`config.mk`:
```
export PLATFORM = sky130hd
export DESIGN_NAME = hamming_decode_arbiter
export DESIGN_NICKNAME = d
export VERILOG_FILES = /design/src/rtl/hamming_pkg.sv /design/src/rtl/hamming74_correct.sv /design/src/rtl/hamming_decode_arbiter.sv
export SDC_FILE = /design/constraint.sdc
export NUM_CORES = 1
export LEC_CHECK = 0
export CORE_MARGIN = 2
export CORE_UTILIZATION = 30
export CTS_CLUSTER_DIAMETER = 150
export DETAILED_ROUTE_END_ITERATION = 16
export GPL_ROUTABILITY_DRIVEN = 0
export PLACE_DENSITY_LB_ADDON = 0.12
export RECOVER_POWER = 100
export SYNTH_ARGS = -nofsm -noshare
export SYNTH_HDL_FRONTEND = slang
export SYNTH_SLANG_ARGS = --single-unit
```
`constraint.sdc`:
```
create_clock -name clk -period 2.2 [get_ports clk]
set_input_delay 0.44 -clock clk [delete_from_list [all_inputs] [get_ports clk]]
set_output_delay 0.44 -clock clk [all_outputs]
set_load 0.02 [all_outputs]
```
`src/rtl/hamming_pkg.sv`:
```
// Shared types and constants for the Hamming(7,4) decode arbiter.
package hamming_pkg;

   localparam int CODE_W = 7;
   localparam int MSG_W  = 4;

   // Codeword positions are numbered 1..7 so a syndrome value indexes its bit directly.
   typedef logic [7:1] codeword_t;
   typedef logic [2:0] syndrome_t;

   typedef enum logic {
      EMPTY,
      FULL
   } arb_state_t;

endpackage

```
`src/rtl/hamming74_correct.sv`:
```
// Combinational Hamming(7,4) single-error corrector.
// A nonzero syndrome names the position to flip; double errors miscorrect by design.
module hamming74_correct
   import hamming_pkg::*;
(
   input  codeword_t        code,
   output logic [MSG_W-1:0] data,
   output syndrome_t        syndrome
);

   codeword_t fixed;

   // Compute the parity-check syndrome, flip the named bit and extract the message bits.
   always_comb begin
      syndrome[0] = code[1] ^ code[3] ^ code[5] ^ code[7];
      syndrome[1] = code[2] ^ code[3] ^ code[6] ^ code[7];
      syndrome[2] = code[4] ^ code[5] ^ code[6] ^ code[7];
      fixed = code;
      for (int p = 1; p <= CODE_W; p++) begin
         if (syndrome == syndrome_t'(p)) begin
            fixed[p] = ~code[p];
         end
      end
      data = {fixed[7], fixed[6], fixed[5], fixed[3]};
   end

endmodule

```
`src/rtl/hamming_decode_arbiter.sv`:
```
// Round-robin arbiter sharing one Hamming(7,4) corrector between requesters,
// with a single registered output stage and a saturating corrected-error counter.
module hamming_decode_arbiter
   import hamming_pkg::*;
#(
   parameter  int NUM_REQ = 2,
   parameter  int CNT_W   = 8,
   localparam int SRC_W   = $clog2(NUM_REQ)
) (
   input  logic                      clk,
   input  logic                      rst,
   input  logic [NUM_REQ-1:0]        req_valid,
   input  logic [NUM_REQ*CODE_W-1:0] req_code,
   output logic [NUM_REQ-1:0]        req_ready,
   output logic                      out_valid,
   input  logic                      out_ready,
   output logic [MSG_W-1:0]          out_data,
   output logic [SRC_W-1:0]          out_src,
   output logic                      out_err,
   output logic [CNT_W-1:0]          err_count,
   input  logic                      clr_count
);

   arb_state_t       state;
   logic [SRC_W-1:0] ptr;
   logic [SRC_W-1:0] grant_idx;
   logic [SRC_W-1:0] ptr_next;
   logic             found;
   logic             can_accept;
   logic             grant;
   codeword_t        granted_code;
   logic [MSG_W-1:0] dec_data;
   syndrome_t        dec_syndrome;
   logic             dec_err;

   // Pick the first valid requester at or after the pointer, wrapping around.
   always_comb begin
      found     = 1'b0;
      grant_idx = '0;
      for (int i = 0; i < NUM_REQ; i++) begin
         if (!found && req_valid[(int'(ptr) + i) % NUM_REQ]) begin
            found     = 1'b1;
            grant_idx = SRC_W'((int'(ptr) + i) % NUM_REQ);
         end
      end
   end

   // Grant only when the output register is free or draining this cycle, and never during reset.
   always_comb begin
      can_accept = (state == EMPTY) || out_ready;
      grant      = found && can_accept && !rst;
      ptr_next   = SRC_W'((int'(grant_idx) + 1) % NUM_REQ);
      req_ready  = '0;
      if (grant) begin
         req_ready[grant_idx] = 1'b1;
      end
   end

   // Route the granted requester's codeword into the shared corrector.
   always_comb begin
      granted_code = req_code[CODE_W*int'(grant_idx) +: CODE_W];
      dec_err      = (dec_syndrome != '0);
   end

   hamming74_correct u_correct (
      .code     (granted_code),
      .data     (dec_data),
      .syndrome (dec_syndrome)
   );

   // Output-stage FSM, round-robin pointer and saturating error counter.
   always_ff @(posedge clk) begin
      if (rst) begin
         state     <= EMPTY;
         out_valid <= 1'b0;
         out_data  <= '0;
         out_src   <= '0;
         out_err   <= 1'b0;
         ptr       <= '0;
         err_count <= '0;
      end else begin
         if (grant) begin
            state     <= FULL;
            out_valid <= 1'b1;
            out_data  <= dec_data;
            out_src   <= grant_idx;
            out_err   <= dec_err;
            ptr       <= ptr_next;
         end else if (state == FULL && out_ready) begin
            state     <= EMPTY;
            out_valid <= 1'b0;
         end
         if (clr_count) begin
            err_count <= '0;
         end else if (grant && dec_err && (err_count != {CNT_W{1'b1}})) begin
            err_count <= err_count + CNT_W'(1);
         end
      end
   end

endmodule

```
==> reports/qor.csv, run 1 <==
metric,value,unit
outcome,"complete, no violations",
largest net degree at the start of global routing,15,
Slew @ Worst Pin,0.487,ns
Die H,69.3,um
antenna violations before repair,0,
cell family with most CP delay,buffers and inverters,
Avg WL per Cell,12.3,um
post-synth top area share,25.1,%
H-Tree Depth,1,
WHS Endpoint,out_err,
CP arrival,1.68,ns
vias in the first global route,1398,
main combinational cell family by area after synthesis,simple AND/OR/NAND/NOR gates,
Slew Limit Fails,0,
Yosys top cell by area,dfxtp_1,
Post-Place Cell Area,1920,um2
Port Buffers,36,
dpl cells,269,
crit path kind,primary input to output port,
# diodes,0,
Die X,69.3,um
Syn Std Cell Area,1280,um2
fin nets,250,
crit path launch type,primary input,
headroom to the max-slew limit,67.3,%
CP Max Fanout,3,
max incr delay on CP,0.47,ns
YS warnings,0,
r2r setup slk,0.36,ns
top-count cell post-synth,nand2_1,
critical path endpoint category,output port,
most area-consuming cells after synthesis,"dfxtp_1 (25%), nor3_1 (6.3%), xnor2_1 (6.2%)",
"Async S/R FF share, synth",0,%
row count,23,
DRT Pass-1 Iters,4,
detailed placement HPWL,2.79,mm
Post-synth top cells,"nand2_1 (18), dfxtp_1 (16), nor3_1 (16), nor2_1 (13), xnor2_1 (9)",
Starting Density,31.5,%
synthesis-to-finish area growth,63.8,%
Period minus WS final,2.12,ns
slowest CP cell,clkdlybuf4s50_1,
Worst Path Required,1.76,ns
first-pass GRT wire length,5.81,mm
Compound-Gate Fraction of Synth Area,15.8,%
Syn Nets,174,
Syn Inst Count,153,
power per cell area,489,nW/um2
fin area,2090,um2
setup slack at placement,-0.394,ns
Tcrit/Tclk final,96.5,%
Detailed Route WL,3.43,mm
fmax,471,MHz
GR Util All Layers,14.6,%
reg2reg start,err_count[2],
simple-gate portion of the synthesized area,33.1,%
clk slew on worst S/H paths,0.06,ns
critical-path cell list,"clkdlybuf4s50_1, nor2_1, or3_1, nor2_2, buf_2",
Final WS setup,0.0764,ns
Hold Crit Class,flip-flop to flip-flop,
number of remaining DRC errors,0,
Sink Count,16,
Yosys cell types,46,
worst-case clock buffer depth,2,
Synth Flop Type,dfxtp_1,
Final setup viols,0,
total core area,4060,um2
CTS buffer count,3,
starting DRC count in detailed routing,36,
number of flops mapped to enable cells by yosys,0,
share of cells above drive strength 1,30.7,%
Pleak,0.846,nW
Finished Layout Cells,278,
syn_area_per_cell,8.35,um2
adder and majority gate portion of the synthesized area,0.979,%
Worst R2R End,err_count[1],
worst hold margin,0.462,ns
register area share after synthesis,25.1,%
I/O pin cnt,37,
hold_sp,out_err,
XOR/XNOR Fraction of Synth Area,15.7,%
Register-to-Register Path Depth,7,
Peak VDD IR,0.000195,V
final setup skew,0.00651,ns
total of max-cap violations,0,
CTS root buf,clkbuf_8,
hold path depth,2,
unrepaired setup endpoints after global routing,no,
worst path bufs/invs,2,
Routed Antenna Nets,0,
TritonCTS clock tree,yes,
via count,1368,
vias per cell,4.92,
worst skew pair latency,0.25,ns
post-synthesis mux area share,3.92,%
Die ar.,4800,um2
"Hold Vio Cnt, Final",0,
final core utilization,51.6,%
register bit total from synthesis,16,
grt total ovfl,0,
## logic make-up after synthesis
family / after synthesis
simple gates: 78
fa+ha+maj: 1
buf+inv: 8
xor+xnor: 18
compound gates: 27
flops: 16
mux: 5
## flip-flops by register name (all words and copies together), names as in the netlist
register   count
out_data       4
out_src        1
state          1
ptr            1
err_count      8
out_err        1
## timing repair
item	CTS	global route
resized for setup	23	9
endpoints found under the setup margin	13	11
buffers inserted	1	5
hold buffers	0	0
pin swaps	13	7
## power by group
group / switching [mW] / internal (mW)
registers: 0.0116 / 0.309
clock network: 0.103 / 0.159
logic: 0.205 / 0.235
## metrics by stage
step | power [mW] | TNS (ns)
after floorplan | 0.539 | 0
after global placement | 0.724 | -4.24
after detailed placement | 0.728 | -4.66
after CTS | 1.01 | 0
after global routing | 1.08 | 0
final | 1.02 | 0
## how the worst max path moves through the flow
stage | startpoint | to | depth (start not counted)
6_report | req_valid[1] | req_ready[1] | 5
5_1_grt | req_valid[1] | req_ready[1] | 5
4_1_cts | req_valid[1] | req_ready[0] | 5
3_5_place_dp | req_valid[1] | req_ready[1] | 5
3_3_place_gp | req_valid[1] | req_ready[1] | 5
2_1_floorplan | req_code[12] | err_count[3] | 7
## per-layer routing
layer | vias to the layer above | part of all wire [%] | GRT usage (%)
li1 | 710 | - | -
met1 | 625 | 44 | 16.9
met2 | 29 | 52 | 27.0
met3 | 4 | 2.7 | 1.45
met4 | 0 | 1.5 | 6.10
met5 | - | 0 | 0
## placed cells by master, fill, tap and decap left out, drive strengths merged, types with 2 or more instances in the layout
master,Yosys,final
mux2i,5,5
a21oi,4,4
nand3b,4,4
nand3,7,7
buf,3,45
o211ai,2,2
a211oi,2,2
dlygate4sd2,0,5
o31ai,2,2
or3,4,4
xnor2,11,11
nor2,13,13
dfxtp,16,16
o21ai,8,8
a31o,3,3
clkbuf,5,4
clkdlybuf4s50,0,28
nor4,2,2
nand2,18,18
and3,3,3
nor3,18,18
xor2,5,5
xnor3,2,2
## tightest hold or removal path, cell delays in order (launching register included)
cell and delay, ns:
dfxtp_1 0.31, nand2_1 0.05, a21oi_1 0.05
## area by class of cell
type	instances	area [um2]
multi-input cells	129	977
flip-flops and latches	16	320
fillers	376	1970
clock buffers	4	55.1
repair buffers	79	677
well taps	50	62.6
(Power assumes the default switching activity.)
==> run 2: changes to the inputs <==
- PLACE_DENSITY_LB_ADDON: 0.12 -> unset
==> reports/qor.csv, run 2 (same netlist as run 1, synthesis figures left out) <==
metric,value,unit,change
outcome,"complete, no violations",,
largest net degree at the start of global routing,17,,+2
headroom to the max-slew limit,69.4,%,+2.1 points
Die X,69.3,um,unchanged
Routed Antenna Nets,0,,unchanged
first-pass GRT wire length,5.64,mm,-2.8%
Post-Place Cell Area,1910,um2,-0.39%
Hold Crit Class,flip-flop to flip-flop,,
Post-Route Setup TNS,0,ns,unchanged
CP arrival,2.31,ns,+0.63 ns
layer with the highest usage,met2,,
Tot Pwr,1.03,mW,+0.57%
detailed placement HPWL,2.85,mm,+2.1%
fin nets,247,,-1.2%
TritonCTS clock tree,yes,,
Detailed Route WL,3.49,mm,+1.7%
antenna violations before repair,0,,unchanged
share of cells above drive strength 1,31.1,%,+0.41 points
worst skew pair latency,0.25,ns,about the same
crit path launch type,primary input,,
Slew @ Worst Pin,0.458,ns,-0.0296 ns
Period minus WS final,2.17,ns,+0.0445 ns
critical path endpoint category,flip-flop,,
Largest regs,"err_count: 8 flops, out_data: 4 flops",,
synthesis-to-finish area growth,64.9,%,
dpl cells,268,,-0.37%
M3 GR Usage,1.74,%,+0.29 points
GR Util All Layers,14.1,%,-0.45 points
number of remaining DRC errors,0,,unchanged
Avg WL per Cell,12.7,um,+2.8%
worst hold margin,0.472,ns,+0.00950 ns
"commonest non-fill, non-tap cells in the layout","buf_4 (36), nand2_1 (18), dfxtp_1 (16), nor3_1 (15), dlygate4sd3_1 (15)",,
M1 GR Usage,15.5,%,-1.4 points
Starting Density,31.5,%,unchanged
final core utilization,51.9,%,+0.37 points
Finished Layout Cells,275,,-1.1%
Final setup viols,0,,unchanged
fmax,461,MHz,-2.1%
final setup skew,0.00367,ns,-0.00285 ns
starting DRC count in detailed routing,24,,-33%
H-Tree Depth,1,,unchanged
Peak VDD IR,0.000208,V,+6.6%
worst-case clock buffer depth,2,,unchanged
max FFs per register,8,,unchanged
crit path kind,primary input to flip-flop,,
total core area,4060,um2,unchanged
CP Max Fanout,4,,+1
"commonest non-fill, non-tap cell in the layout",buf_4,,
Die ar.,4800,um2,unchanged
CTS root buf,clkbuf_8,,
vias in the first global route,1317,,-5.8%
vias per cell,4.99,,+1.4%
Slew Limit Fails,0,,unchanged
DRT Pass-1 Iters,4,,unchanged
row count,23,,unchanged
# diodes,0,,unchanged
Top reg by flops,err_count,,
clk slew on worst S/H paths,0.07,ns,about the same
Final WS setup,0.0318,ns,-0.0445 ns
met2 Usage GRT,28.3,%,+1.3 points
CTS buffer count,3,,unchanged
setup slack at placement,-0.450,ns,-0.0561 ns
total of max-cap violations,0,,unchanged
fin area,2110,um2,+0.72%
Die H,69.3,um,unchanged
Sink Count,16,,unchanged
Pleak,0.887,nW,+4.9%
hold_buf cts,0,,unchanged
unrepaired setup endpoints after global routing,yes,,
Port Buffers,36,,unchanged
grt total ovfl,0,,unchanged
Worst Path Required,2.34,ns,+0.58 ns
I/O pin cnt,37,,unchanged
Tcrit/Tclk final,98.6,%,+2.0 points
"Hold Vio Cnt, Final",0,,unchanged
via count,1372,,+0.29%
power per cell area,488,nW/um2,-0.15%
run 2: worst paths after layout:
path                     from           end  slack (ns)  cells past startpoint
setup reg to reg        state  err_count[6]        0.39                      6
setup / recovery  req_code[2]  err_count[6]        0.03                      7
hold reg to reg       out_err       out_err        0.47                      2
hold / removal        out_err       out_err        0.47                      2
run 2: power breakdown:
part           total [mW]  internal, mW  switching (mW)
clock network       0.261         0.159           0.103
registers           0.319         0.309          0.0100
logic               0.448         0.232           0.216
run 2: final cells by class:
class	count	area [um2]
clock buffer	4	55.1
fill	384	1950
multi-input combinational	129	1010
sequential	16	320
tap	50	62.6
timing repair buffer	76	661
run 2: metal layers:
metal  share of wire (%)  wire length (um)  vias up
li1                    -                 -      703
met1                  42              1470      641
met2                  54              1890       26
met3                 3.2               110        2
met4                0.34                12        0
met5                   0                 0        -
run 2: worst max-delay path: stages:
cell and delay [ns]:
clkdlybuf4s50_1 0.49, xnor2_1 0.28, nand3_2 0.15, a211oi_4 0.48, or3_4 0.22, nor2_1 0.04, o221a_1 0.20
run 2: repair_timing:
| action | CTS | global route |
|---|---|---|
| buffers inserted | 1 | 2 |
| setup endpoints to repair | 13 | 9 |
| pin swaps | 7 | 9 |
| gates resized for setup | 26 | 13 |
